### src/rtl/cpu_pkg.sv
// Shared CPU constants and the writeback entry type.
package cpu_pkg;
  localparam int DATA_W     = 16;
  localparam int REG_ADDR_W = 4;
  localparam int NUM_REGS   = 1 << REG_ADDR_W;

  typedef struct packed {
    logic [REG_ADDR_W-1:0] dest;
    logic [DATA_W-1:0]     data;
  } wb_entry_t;
endpackage

### src/rtl/wb_fifo.sv
// Dual-push, single-pop circular queue. Entries are exported in age order
// (index 0 = head) with a matching valid vector.
module wb_fifo
  import cpu_pkg::*;
#(
  parameter int  DEPTH   = 4,
  parameter type entry_t = wb_entry_t
) (
  input  logic                     clk,
  input  logic                     rst,
  input  logic                     push0,
  input  entry_t                   push0_entry,
  input  logic                     push1,
  input  entry_t                   push1_entry,
  input  logic                     pop,
  output logic [$clog2(DEPTH):0]   count,
  output entry_t [DEPTH-1:0]       entries,
  output logic [DEPTH-1:0]         entry_vld
);
  localparam int PTR_W = $clog2(DEPTH);
  localparam int CNT_W = PTR_W + 1;

  logic [PTR_W-1:0] wr_ptr, rd_ptr, wr1_ptr;
  entry_t           mem [DEPTH];

  // push1 lands behind push0 when both fire on the same edge
  assign wr1_ptr = wr_ptr + PTR_W'(push0);

  always_ff @(posedge clk) begin
    if (rst) begin
      wr_ptr <= '0;
      rd_ptr <= '0;
      count  <= '0;
    end else begin
      wr_ptr <= wr_ptr + PTR_W'(push0) + PTR_W'(push1);
      if (pop) rd_ptr <= rd_ptr + PTR_W'(1);
      count  <= count + CNT_W'(push0) + CNT_W'(push1) - CNT_W'(pop);
    end
  end

  always_ff @(posedge clk) begin
    if (push0) mem[wr_ptr]  <= push0_entry;
    if (push1) mem[wr1_ptr] <= push1_entry;
  end

  for (genvar k = 0; k < DEPTH; k++) begin : g_view
    assign entries[k]   = mem[rd_ptr + PTR_W'(k)];
    assign entry_vld[k] = (CNT_W'(k) < count);
  end
endmodule

### src/rtl/writeback_stage.sv
// Writeback stage: ALU/load arbitration into an in-order queue feeding the
// register file write port. Optional forwarding port under WB_FWD_EN.
module writeback_stage #(
  parameter int DATA_W     = cpu_pkg::DATA_W,
  parameter int ADDR_W     = cpu_pkg::REG_ADDR_W,
  parameter int FIFO_DEPTH = 4,
  parameter bit DROP_R0    = 1'b1
) (
  input  logic                 clk,
  input  logic                 rst,
  input  logic                 alu_valid,
  output logic                 alu_ready,
  input  logic [ADDR_W-1:0]    alu_dest,
  input  logic [DATA_W-1:0]    alu_data,
  input  logic                 mem_valid,
  output logic                 mem_ready,
  input  logic [ADDR_W-1:0]    mem_dest,
  input  logic [DATA_W-1:0]    mem_data,
  output logic                 reg_write_en,
  output logic [ADDR_W-1:0]    reg_write_dest,
  output logic [DATA_W-1:0]    reg_write_data,
  output logic [2**ADDR_W-1:0] busy_mask,
`ifdef WB_FWD_EN
  input  logic [ADDR_W-1:0]    fwd_addr,
  output logic                 fwd_hit,
  output logic [DATA_W-1:0]    fwd_data,
`endif
  output logic                 pending
);
  localparam int CNT_W = $clog2(FIFO_DEPTH) + 1;

  typedef struct packed {
    logic [ADDR_W-1:0] dest;
    logic [DATA_W-1:0] data;
  } entry_t;

  logic [CNT_W-1:0]           count, free;
  entry_t [FIFO_DEPTH-1:0]    entries;
  logic [FIFO_DEPTH-1:0]      entry_vld;
  logic                       mem_push, alu_push, pop;

  // count excludes a same-edge pop, so ready never relies on pass-through
  assign free      = CNT_W'(FIFO_DEPTH) - count;
  assign mem_ready = !rst && (free >= CNT_W'(1));
  assign alu_ready = !rst && ((free >= CNT_W'(2)) || ((free >= CNT_W'(1)) && !mem_valid));

  assign mem_push = mem_valid && mem_ready && !(DROP_R0 && (mem_dest == '0));
  assign alu_push = alu_valid && alu_ready && !(DROP_R0 && (alu_dest == '0));
  assign pop      = (count != '0);

  wb_fifo #(.DEPTH(FIFO_DEPTH), .entry_t(entry_t)) u_fifo (
    .clk         (clk),
    .rst         (rst),
    .push0       (mem_push),
    .push0_entry ({mem_dest, mem_data}),
    .push1       (alu_push),
    .push1_entry ({alu_dest, alu_data}),
    .pop         (pop),
    .count       (count),
    .entries     (entries),
    .entry_vld   (entry_vld)
  );

  always_ff @(posedge clk) begin
    if (rst) begin
      reg_write_en   <= 1'b0;
      reg_write_dest <= '0;
      reg_write_data <= '0;
    end else begin
      reg_write_en <= pop;
      if (pop) begin
        reg_write_dest <= entries[0].dest;
        reg_write_data <= entries[0].data;
      end
    end
  end

  always_comb begin
    busy_mask = '0;
    if (reg_write_en) busy_mask[reg_write_dest] = 1'b1;
    for (int k = 0; k < FIFO_DEPTH; k++)
      if (entry_vld[k]) busy_mask[entries[k].dest] = 1'b1;
  end
  assign pending = |busy_mask;

`ifdef WB_FWD_EN
  // Oldest first so the newest matching entry overwrites earlier hits
  always_comb begin
    fwd_hit  = 1'b0;
    fwd_data = '0;
    if (reg_write_en && (reg_write_dest == fwd_addr)) begin
      fwd_hit  = 1'b1;
      fwd_data = reg_write_data;
    end
    for (int k = 0; k < FIFO_DEPTH; k++)
      if (entry_vld[k] && (entries[k].dest == fwd_addr)) begin
        fwd_hit  = 1'b1;
        fwd_data = entries[k].data;
      end
  end
`else
  logic unused_entries;
  assign unused_entries = ^entries;
`endif
endmodule

### config.mk
export PLATFORM = sky130hd
export DESIGN_NAME = writeback_stage
export DESIGN_NICKNAME = d
export VERILOG_FILES = /design/src/rtl/cpu_pkg.sv /design/src/rtl/wb_fifo.sv /design/src/rtl/writeback_stage.sv
export SDC_FILE = /design/constraint.sdc
export NUM_CORES = 1
export LEC_CHECK = 0
export CAP_MARGIN = 20
export CORE_UTILIZATION = 45
export DETAILED_ROUTE_END_ITERATION = 10
export PLACE_DENSITY = 0.66
export SYNTH_ARGS = -nofsm -noshare
export SYNTH_HDL_FRONTEND = slang
export SYNTH_HIERARCHICAL = 1
export SYNTH_SLANG_ARGS = --single-unit
### constraint.sdc
create_clock -name clk -period 9.38 [get_ports clk]
set_input_delay 2.814 -clock clk [delete_from_list [all_inputs] [get_ports clk]]
set_output_delay 2.814 -clock clk [all_outputs]
set_load 0.005 [all_outputs]
# After elaboration in Yosys (flattened, before gate mapping)
# Memory sizes are Yosys's and may differ from the RTL's. A register that Yosys moved wholly into a read port is not among the register bits.
# Cells that the tools add are included.
[totals]
word_cells = 78
n_memories = 1
mem_bits_rw = 80
output_inout_bits = 40
regBits = 28
[mem_list]
columns = ["memory", "depth", "width", "read_ports", "rd_ports_with_merged_regs", "wr", "line", "source"]
rows = [
  ["u_fifo.mem", 4, 20, 4, 1, 2, "wb_fifo.sv:24", "entry_t mem [DEPTH];"],
]
[classes]
n_addsub = 9
magnitude_cmp = 16
mux = 21
n_reduce_logical = 21
bitwise_logic = 4
[op_table]
columns = ["op", "count"]
rows = [
  ["$mux 16", 5],
  ["$or 16x16->16", 4],
  ["$lt 4x5->1 const B", 5],
  ["$demux 1 s4", 5],
  ["$ge 4x1->1 const B", 5],
  ["$reduce_or 16->1", 1],
  ["$logic_and 1x1->1", 12],
  ["$mux 1", 9],
  ["$logic_not 4->1", 2],
  ["$add 3x1->3", 2],
  ["$lt 1x3->1 const A", 2],
  ["$lt 2x3->1 const A", 2],
  ["$add 2x1->2", 2],
  ["$add 2x2->2 const B", 2],
  ["$logic_not 1->1", 4],
  ["$mux 2", 2],
  ["$ge 3x1->1 const B", 1],
  ["$ge 3x2->1 const B", 1],
  ["$reduce_bool 3->1", 1],
  ["$sub 3x1->3", 1],
  ["$sub 3x3->3 const A", 1],
  ["$add 2x1->2 const B", 1],
  ["$logic_or 1x1->1", 1],
]

# Longest topological paths before layout
[depth]
ltp_word = 14
ltp_mapped = 12

# By module
# The synthesis kept the hierarchy.
[modules_own_cells]
columns = ["mod", "cells_per_inst", "n_inst", "seq_area_each_um2", "area_each_um2"]
rows = [
  ["wb_fifo", 317, 1, 2582.5, 5783.0],
  ["writeback_stage", 193, 1, 420.4, 1506.4],
]

# Worst setup path before layout
# OpenSTA, ideal clock, no wires.
[synth_path]
path_kind = "input to output"
startpoint = "input port mem_valid"
endpoint = "output port alu_ready"
path_buffers = 0
stages = 3
t_arrival_ps = 3226
slack_ps = 3340
path_cell_list = "nor2_1 nor4b_1 nor2_1"
[synth_via]
elab_chain_len = 4
[synth_rtl]
columns = ["item", "line", "source"]
rows = [
  ["start, declared", "writeback_stage.sv:15", "input logic mem_valid,"],
  ["$logic_not 1->1", "writeback_stage.sv:45", "assign alu_ready = !rst && ((free >= CNT_W'(2)) || ((free >= CNT_W'(1)) && !mem_valid));"],
  ["$logic_and 1x1->1", "writeback_stage.sv:45", ""],
  ["$logic_or 1x1->1", "writeback_stage.sv:45", ""],
  ["$logic_and 1x1->1", "writeback_stage.sv:45", ""],
  ["end, declared", "writeback_stage.sv:12", "output logic alu_ready,"],
]
# Every way passes these cells.

# Worst setup path after layout
# Same ends and word-level chain as after synthesis.

==> flow_summary.json <==
{
  "slew_viol_final": 0,
  "hold_viol_final": 0,
  "cts_tree": "done",
  "ant_nets": 0,
  "critPathLaunchType": "primary input",
  "netlist_instances": 457,
  "period_share": 0.755,
  "cts_resized": 0,
  "antenna_found_initial": 0,
  "htree_levels": 3,
  "nets": 586,
  "wl_microns": 15000,
  "die_h_microns": 119,
  "startpoint": "mem_valid",
  "path_clk_slew_ns": 0.07,
  "r2r_end": "u_fifo/mem[3][0]",
  "grt_pass1_wl_microns": 23800,
  "synth_fp_nets": 512,
  "place.gp.congestion": 0.913,
  "run_status": "finished clean",
  "postCtsSetupBuffers": 0,
  "synthToLayoutAreaGrowth_pct": 19.8,
  "clock_path_buffers": 2,
  "avgViaCountPerCell": 5.79,
  "fmax_mhz": 141,
  "yosys_warnings": 6,
  "reg2reg_slack_ns": 5.74,
  "fillCellCount": 1139,
  "coreArea_sq_mm": 0.0133,
  "powerDensity_mw_per_mm2": 307,
  "finalSetupViolCount": 0,
  "setup_tns_ns": 0,
  "cts_buffers": 9,
  "insertedDiodeCount": 0,
  "rsz0062_at_grt": "false",
  "syn_area_per_cell_sq_um": 13.5,
  "worst-path-max-fanout": 2,
  "min_period_ns": 7.08,
  "worst-setup-path-type": "primary input to primary output",
  "placed_cells": 696,
  "hpwl_microns": 10100,
  "initial_core_util": 0.463,
  "ir_drop_v": 0.000125,
  "clock-sinks": 110,
  "die-area_sq_mm": 0.0142,
  "crit_path_end_kind": "primary output",
  "dr_total_vias": 4123,
  "numPortBuffers": 83,
  "layout.cells.non_filler": 712,
  "drcViolationCount": 0,
  "leakagePower_nw": 2.54,
  "fin_worst_skew_ns": 0.00858,
  "r2r_start": "u_fifo/count[0]",
  "dr.pass1.iters": 4,
  "cts-root-buf": "clkbuf_16",
  "core.rowCount": 42,
  "drive_gt1_frac": 0.276,
  "slew-limit-headroom": 0.489,
  "required_ns": 6.57,
  "grt_pass1_vias": 4247,
  "tightest_slew_ns": 0.764,
  "grt_max_degree": 33,
  "wl_per_cell_microns": 21.0,
  "drt_iter0_drc": 193,
  "r2r_cells": 9,
  "syn_area_sq_mm": 0.00618,
  "grt-ovfl-total": 0,
  "die_w_microns": 119,
  "maxCapViolations": 0,
  "worstSkewPairLatency_ns": 0.35,
  "crit_end": "alu_ready",
  "grt_util_all_layers": 0.225,
  "multi_input_area_sq_mm": 0.00298,
  "critPathArrivalTime_ns": 4.26,
  "hp-class": "register to register",
  "cts_hold_buf": 0,
  "ios": 84,
  "register_area_sq_mm": 0.00300
}
## critical path, cell delays in order
cell	delay, ns
clkdlybuf4s50_1	0.48
nor2_1	0.05
nor4b_1	0.39
nor2_1	0.08
clkdlybuf4s50_1	0.45
## metal layers
layer / global-route usage / routed length, microns / share of wire
met1: 0.284 / 6210 / 0.41
met2: 0.379 / 7660 / 0.51
met3: 0.0460 / 867 / 0.058
met4: 0.0854 / 235 / 0.016
met5: 0 / 0 / 0
## worst min-delay path by stage
stage,cells after the start,end,slack (ns),startpoint
final,2,reg_write_data[14],0.50,reg_write_data[14]
after global routing,2,reg_write_data[14],0.53,reg_write_data[14]
after CTS,2,reg_write_data[14],0.50,reg_write_data[14]
after detailed placement,2,reg_write_data[14],0.49,reg_write_data[14]
after global placement,2,reg_write_data[14],0.48,reg_write_data[14]
after floorplan,2,reg_write_data[0],0.49,reg_write_data[0]
## power by group
part           total, mW  internal (mW)  leakage (nW)  switching, mW
Clock              0.358          0.183         0.133          0.175
Combinational       1.13          0.589          1.43          0.543
Sequential         0.783          0.675         0.979          0.108
Total               2.27           1.45          2.54          0.826
## area by class of cell
type / count / share of cell area
timing repair buffer: 90 / 0.119
clock buffer: 10 / 0.0309
sequential: 110 / 0.405
tap: 176 / 0.0297
multi-input combinational: 307 / 0.402
clock inverter: 6 / 0.00608
inverter: 13 / 0.00659
## per-stage QoR
stage          instance area (sq um)  hold WS [ns]  setup WS, ns  utilization  power (mW)
4_1_cts                         7410         0.505          2.29        0.555        2.29
6_report                        7410         0.498          2.30        0.555        2.27
5_1_grt                         7410         0.529          2.20        0.555        2.42
3_3_place_gp                    7130         0.480          2.35        0.534        1.91
3_5_place_dp                    7130         0.489          2.31        0.534        1.93
2_1_floorplan                   6180         0.488          3.34            -        1.50
## sequential cells by signal (all words and copies together) (netlist names), named ones only
name,cells
u_fifo/mem,80
reg_write_data,16
reg_write_dest,4
u_fifo/count,3
u_fifo/rd_ptr,2
u_fifo/wr_ptr,2
reg_write_en,1
## cells in the final DEF (no fill, tap or decap), types with 3 or more instances in the layout
cell	n
inv_1	13
ha_1	9
dfxtp_1	30
nand3_1	5
or3b_2	4
nor4_1	3
o32ai_1	4
o22ai_1	26
mux4_2	32
or3_1	14
buf_4	7
clkdlybuf4s50_1	83
nand2_1	8
clkbuf_16	9
nand3b_1	10
nor2_1	41
nor3_1	9
nor2b_1	4
mux2i_1	20
edfxtp_1	80
mux2_2	77
nand2b_1	10
No activity file was read; power rests on OpenSTA's default activity.
